--- src/rtl/if_fetch_ctrl.sv ---
// IF-stage fetch controller: owns the PC, reads instruction memory and buffers up to two fetched {pc, inst} entries for ID.
// Optional macro IF_FETCH_CTRL_ALIGN_CHK_EN turns a misaligned redirect into a sticky fetch fault.
module if_fetch_ctrl #(
  parameter int              WORD      = 32,
  parameter int              INST_SIZE = 32,
  parameter logic [WORD-1:0] RESET_PC  = {WORD{1'b0}}
) (
  input  logic                 clk,
  input  logic                 rst,
  output logic                 mem_read,
  output logic [WORD-1:0]      mem_pc,
  input  logic [INST_SIZE-1:0] mem_inst,
  input  logic                 redirect,
  input  logic [WORD-1:0]      redirect_pc,
  output logic                 if_valid,
  input  logic                 if_ready,
  output logic [INST_SIZE-1:0] if_inst,
  output logic [WORD-1:0]      if_pc,
  output logic                 fetch_fault
);

`ifdef IF_FETCH_CTRL_ALIGN_CHK_EN
  typedef enum logic [1:0] {S_IDLE = 2'd0, S_RUN = 2'd1, S_FAULT = 2'd2} state_e;
`else
  typedef enum logic [1:0] {S_IDLE = 2'd0, S_RUN = 2'd1} state_e;
`endif

  localparam logic [WORD-1:0] ALIGN_MASK = {{(WORD-2){1'b1}}, 2'b00};
  localparam logic [WORD-1:0] PC_STEP    = {{(WORD-3){1'b0}}, 3'b100};

  state_e                 state_q, state_d;
  logic [WORD-1:0]        pc_q, pc_d;
  logic [1:0]             count_q, count_d;
  logic                   head_q, head_d;
  logic                   tail_q, tail_d;
  logic [WORD-1:0]        ent_pc_q   [2];
  logic [INST_SIZE-1:0]   ent_inst_q [2];
  logic                   push_s;
  logic                   pop_s;

`ifdef IF_FETCH_CTRL_ALIGN_CHK_EN
  logic misalign_s;
  assign misalign_s = (redirect_pc[1:0] != 2'b00);
`endif

  // Next-state logic: FSM, PC, buffer occupancy and pointers
  always_comb begin
    state_d = state_q;
    pc_d    = pc_q;
    count_d = count_q;
    head_d  = head_q;
    tail_d  = tail_q;
    push_s  = 1'b0;
    pop_s   = 1'b0;
    case (state_q)
      S_IDLE: begin
        state_d = S_RUN;
        if (redirect) begin
`ifdef IF_FETCH_CTRL_ALIGN_CHK_EN
          if (misalign_s) begin
            state_d = S_FAULT;
          end else begin
            pc_d = redirect_pc & ALIGN_MASK;
          end
`else
          pc_d = redirect_pc & ALIGN_MASK;
`endif
        end else begin
          pc_d = pc_q;
        end
      end
      S_RUN: begin
        if (redirect) begin
          // Flush wins over any push or pop in the same cycle
          count_d = 2'd0;
          head_d  = 1'b0;
          tail_d  = 1'b0;
`ifdef IF_FETCH_CTRL_ALIGN_CHK_EN
          if (misalign_s) begin
            state_d = S_FAULT;
          end else begin
            pc_d = redirect_pc & ALIGN_MASK;
          end
`else
          pc_d = redirect_pc & ALIGN_MASK;
`endif
        end else begin
          push_s = (count_q != 2'd2);
          pop_s  = (count_q != 2'd0) && if_ready;
          if (push_s) begin
            tail_d = ~tail_q;
            pc_d   = pc_q + PC_STEP;
          end else begin
            tail_d = tail_q;
          end
          if (pop_s) begin
            head_d = ~head_q;
          end else begin
            head_d = head_q;
          end
          count_d = count_q + {1'b0, push_s} - {1'b0, pop_s};
        end
      end
`ifdef IF_FETCH_CTRL_ALIGN_CHK_EN
      S_FAULT: begin
        state_d = S_FAULT;
      end
`endif
      default: begin
        state_d = S_IDLE;
      end
    endcase
  end

  // State, PC and buffer registers
  always_ff @(posedge clk) begin
    if (rst) begin
      state_q       <= S_IDLE;
      pc_q          <= RESET_PC;
      count_q       <= 2'd0;
      head_q        <= 1'b0;
      tail_q        <= 1'b0;
      ent_pc_q[0]   <= {WORD{1'b0}};
      ent_pc_q[1]   <= {WORD{1'b0}};
      ent_inst_q[0] <= {INST_SIZE{1'b0}};
      ent_inst_q[1] <= {INST_SIZE{1'b0}};
    end else begin
      state_q <= state_d;
      pc_q    <= pc_d;
      count_q <= count_d;
      head_q  <= head_d;
      tail_q  <= tail_d;
      if (push_s) begin
        ent_pc_q[tail_q]   <= pc_q;
        ent_inst_q[tail_q] <= mem_inst;
      end
    end
  end

  // Fetch does not look at if_ready, so ID has no combinational path to memory
  assign mem_read = push_s;
  assign mem_pc   = pc_q;
  assign if_valid = (count_q != 2'd0);
  assign if_inst  = if_valid ? ent_inst_q[head_q] : {INST_SIZE{1'b0}};
  assign if_pc    = if_valid ? ent_pc_q[head_q]   : {WORD{1'b0}};

`ifdef IF_FETCH_CTRL_ALIGN_CHK_EN
  assign fetch_fault = (state_q == S_FAULT);
`else
  assign fetch_fault = 1'b0;
`endif

endmodule

--- config.mk ---
export PLATFORM = sky130hd
export DESIGN_NAME = if_fetch_ctrl
export DESIGN_NICKNAME = d
export VERILOG_FILES = /design/src/rtl/if_fetch_ctrl.sv
export SDC_FILE = /design/constraint.sdc
export NUM_CORES = 1
export LEC_CHECK = 0
export CAP_MARGIN = 20
export CORE_AREA = 2 2 211 130
export DETAILED_ROUTE_END_ITERATION = 12
export DIE_AREA = 0 0 213 132
export PLACE_DENSITY_LB_ADDON = 0.08
export SYNTH_ARGS = -nofsm -noshare
export SYNTH_HDL_FRONTEND = slang
export SYNTH_SLANG_ARGS = --single-unit
--- constraint.sdc ---
create_clock -name clk -period 8.8 [get_ports clk]
set_clock_uncertainty 0.1 [all_clocks]
set_input_delay 1.32 -clock clk [delete_from_list [all_inputs] [get_ports clk]]
set_output_delay 1.32 -clock clk [all_outputs]
set_load 0.01 [all_outputs]
### After elaboration in Yosys (flattened, before gate mapping)

Memories as Yosys holds them, arrays and structs flattened. A register that Yosys moved wholly into a read port is not among the register bits.
Index checks and enable logic that the tools add are counted.

* bitwise logic cells: 2
* reductions and logical operators: 11
* add/sub/neg operators: 3
* eq/ne operators: 4
* mux-type cells: 29

Operators with widths (count)
* $mux 32: 7
* $pmux 32 s2: 1
* $reduce_or 32->1: 2
* $add 32x3->32 const B: 1
* $mux 1: 19
* $reduce_bool 2->1: 4
* $ne 2x2->1 const B: 2
* $pmux 2 s2: 1
* $reduce_and 2->1: 2
* $ne 3x3->1 const B: 1
* $reduce_and 3->1: 1
* $add 2x1->2: 1
* $eq 2x1->1 const B: 1
* $logic_not 2->1: 1
* $mux 2: 1
* $not 1->1: 2
* $sub 2x1->2: 1
* $logic_and 1x1->1: 1

* logic and storage cells: 56
* memories kept: 2
* input port bits: 68
* output and inout bits: 99
* register bits: 38
* memory bits (writable): 128

Memories
* ent_inst_q: depth 2, width 32, rd ports 1, clocked after Yosys merged registers in 1, wr ports 2, RTL line 37 `logic [INST_SIZE-1:0] ent_inst_q [2];`
* ent_pc_q: depth 2, width 32, rd ports 1, clocked after Yosys merged registers in 1, wr ports 2, RTL line 36 `logic [WORD-1:0] ent_pc_q [2];`

### Logic depth before layout (Yosys ltp)

* depth in word-level cells: 8
* depth in mapped cells: 10
* gate-level depth less buffers: 10

### Worst setup path before layout

Ideal clock, no wire load.

* path type: in2reg
* start point: input port redirect
* end point: memory ent_inst_q[0][0] (enable)
* path slack: 2000 ps
* buffers on the path: 0
* setup time: 568 ps
* stages on the path: 3
* required time: 8132 ps
* data arrival time: 6133 ps
* cell sequence: and2b_1 -> nand2_2 -> o21ai_0

RTL lines
* start, declared: RTL line 13 `input logic redirect,`
* end, declared: RTL line 37

### Final worst setup path

* start point: input port redirect
* end point: output port mem_read

* cells in the longest elaborated chain, start to end: 2

RTL lines
* $mux 1: RTL line 73 `if (redirect) begin`
* $mux 1: RTL line 55 `case (state_q)`
* end, declared: RTL line 10 `output logic mem_read,`

Every way passes these cells.

==> impl_metrics.env <==
export IMPL_outcome="finished clean"
export IMPL_critPathKind="input port to output pin"
export IMPL_leakagePower_uw=0.00347
export IMPL_numPortBuffers=159
export IMPL_slew_headroom_pct=30.5
export IMPL_yosys_warnings=0
export IMPL_sequentialPowerShare_pct=49.0
export IMPL_hold_slack_ns=0.474
export IMPL_ys_ff_latch=160
export IMPL_ys_seq_area_share_pct=57.3
export IMPL_clkSlewWorstSetupHoldPaths_ns=0.06
export IMPL_synth_top_area_share_pct=48.0
export IMPL_fin_nets=888
export IMPL_drv_slew=0
export IMPL_switchingPower_uw=439
export IMPL_antennaDiodeCount=0
export IMPL_intPower_uw=1380
export IMPL_async_flop_share_pct=0
export IMPL_crit_top_cell="clkdlybuf4s50_1"
export IMPL_grt_max_degree=64
export IMPL_synthFlopType="edfxtp_1"
export IMPL_switching_share_pct=24.1
export IMPL_grt_ovfl_total=0
export IMPL_final_util_pct=39.3
export IMPL_start_util_pct=29.7
export IMPL_worst_slew_pin_slew_ns=1.04
export IMPL_drv_cap=0
export IMPL_fillers=2517
export IMPL_arrival_ns=3.87
export IMPL_ir_worst_vdd_v=0.000116
export IMPL_fp_dieW_um=213
export IMPL_rsz0062_at_grt="false"
export IMPL_critical_path_required_ns=7.38
export IMPL_fmax_mhz=189
export IMPL_drt_initial_drc_count=302
export IMPL_grt_pass1_vias=5872
export IMPL_cts_resized=0
export IMPL_hp_class="flop to flop"
export IMPL_worst_r2r_setup_slack_ns=5.49
export IMPL_synth_edff_count=124
export IMPL_antenna_found_initial=0
export IMPL_worstPathCellList="clkdlybuf4s50_1 -> and2b_1 -> nand2_2 -> inv_2 -> clkdlybuf4s50_1"
export IMPL_drc=0
export IMPL_postRouteAntennaNets=0
export IMPL_period_minus_slack_ns=5.29
export IMPL_routabilityCongestion=0.774
export IMPL_dp_cells=1158
export IMPL_multi_input_area_um2=3080
export IMPL_cp_start_kind="input port"
export IMPL_drive_gt1_share_pct=8.31
export IMPL_dr_total_vias=5671
export IMPL_h_tree_depth=4
export IMPL_seqCellArea_um2=4450
export IMPL_tns_ns=0
export IMPL_post_route_period_util_pct=60.1
export IMPL_postCtsSetupBuffers=0
export IMPL_pin_count=167
export IMPL_track_usage_pct=16.5
export IMPL_die_area_um2=28100
export IMPL_area_delta_synth_final_pct=32.4
export IMPL_p_clk_share_pct=40.7
export IMPL_yosysTopAreaCell="edfxtp_1"
export IMPL_final_cells=1190
export IMPL_dr_pass1_iters=5
export IMPL_worstSetupEndpointType="output pin"
export IMPL_hold_buffers=0
export IMPL_cts_root_buf="clkbuf_16"
export IMPL_die_y_um=132
export IMPL_crit_path_top_delay_cell="clkdlybuf4s50_1"
export IMPL_crit_path_max_incr_delay_ns=0.90
export IMPL_grt_pass1_wl_mm=34.7
export IMPL_dp_hpwl_mm=14.7
export IMPL_cp_max_fo=21
export IMPL_placed_area_um2=9680
export IMPL_hold_viol=0
export IMPL_wirelength_mm=22.6
export IMPL_core_area_um2=26100
export IMPL_cts_tree="built"
export IMPL_final_area_um2=10300
export IMPL_syn_cell_area_um2=7750
export IMPL_power_density_nw_per_um2=177
export IMPL_cts_buffers=17
export IMPL_ys_types=56
export IMPL_rows=46
export IMPL_postSynthCellCount=673
export IMPL_combPwrFrac_pct=10.3
export IMPL_clock_latency_ns=0.43
export IMPL_syn_area_per_cell_um2=11.5
export IMPL_synth_area_leaders="edfxtp_1 48%, and2_1 10%, dfxtp_1 9.3%"
export IMPL_cts_path_max_buffers=2
export IMPL_viasPerCell=4.77
export IMPL_clock_sinks=160
export IMPL_finalSetupViolations=0
export IMPL_wl_per_cell_um=19.0
==> state kept, by name (all words and copies together) (netlist names), named ones only <==
| name | flops |
|---|---|
| tail_q | 1 |
| count_q | 2 |
| state_q | 1 |
| mem_pc | 30 |
| ent_inst_q | 64 |
| head_q | 1 |
| ent_pc_q | 60 |
==> logic make-up after synthesis <==
family                     after synthesis  share of synthesized area [%]
AOI/OAI and AO/OA                       77                           6.30
xor gates and xnor gates                14                           1.58
adders and majority gates                3                          0.484
buffers and inverters                   54                           3.42
DFF                                    160                           57.3
muxes                                   63                           8.14
other                                    1                         0.0484
and+or+nand+nor                        301                           22.7
==> layer usage <==
metal  wire (µm)  vias to the layer above  GRT usage (%)
met2       10000                      154           25.0
met5           0                        -              0
met4         246                        0           4.27
met3        1100                       16           3.67
met1       11200                     2829           23.6
li1            -                     2672              -
==> cells in the mapped netlist (6+ instances only) <==
cell type,n
a211oi_1,8
a21oi_1,19
and2_1,126
buf_2,14
buf_4,8
clkbuf_1,22
dfxtp_1,36
edfxtp_1,124
inv_1,6
mux2i_1,63
nand2_1,24
nand3_1,11
nor2_1,82
nor3_1,11
o21ai_0,25
xnor2_1,12
==> power by group through the flow <==
stage | clock (µW) | combinational (µW) | sequential [µW]
2_1_floorplan | 0 | 86.8 | 898
3_3_place_gp | 0 | 187 | 906
3_5_place_dp | 0 | 189 | 907
4_1_cts | 756 | 190 | 891
5_1_grt | 782 | 203 | 896
6_report | 740 | 186 | 891
==> worst max-delay path: cells and delay by family <==
family | cells | cell delay, ns
buffers and inverters | 3 | 1.69
AND/OR/NAND/NOR | 2 | 0.84
==> per-stage QoR <==
| stage | power, µW | worst slack (ns) |
|---|---|---|
| 5_1_grt | 1880 | 3.43 |
| 3_3_place_gp | 1090 | 2.95 |
| 2_1_floorplan | 985 | 2.00 |
| 4_1_cts | 1840 | 3.52 |
| 6_report | 1820 | 3.51 |
| 3_5_place_dp | 1100 | 3.53 |
==> path summary, 6_finish.rpt <==
check	from	end	cells past startpoint
hold / removal	head_q$_SDFFE_PP0P_	head_q$_SDFFE_PP0P_	2
setup / recovery	redirect	mem_read	5
hold reg to reg	head_q$_SDFFE_PP0P_	head_q$_SDFFE_PP0P_	2
setup reg to reg	state_q[0]$_SDFFE_PP0N_	ent_inst_q[1][30]$_SDFFCE_PN0P_	5
==> layout by cell type, fill, tap and decap left out, drive strengths merged, types with 3 or more instances in the layout <==
master / netlist / routed
clkinv: 0 / 6
a311oi: 5 / 5
edfxtp: 124 / 124
or3: 3 / 3
xnor2: 12 / 12
a211oi: 9 / 9
inv: 8 / 9
nand2: 28 / 28
and2: 126 / 126
nor2: 82 / 82
clkdlybuf4s50: 0 / 159
nand3: 12 / 12
o21ai: 27 / 27
and4: 4 / 4
nor3: 16 / 16
a21oi: 19 / 19
buf: 24 / 8
dfxtp: 36 / 36
a22oi: 4 / 4
and3: 6 / 6
mux2i: 63 / 63
clkbuf: 22 / 22
nand4: 6 / 6
ha: 3 / 3
conb: 1 / 5
nor4: 10 / 10
==> area by class of cell <==
cell class,instances,share of cell area (%)
clock buffer,22,4.52
clock inverter,10,1.07
inverter,8,0.293
multi-input combinational,463,30.1
sequential,160,43.4
tap,360,4.39
timing repair buffer,167,16.3
No activity file was read; power rests on OpenSTA's default activity.
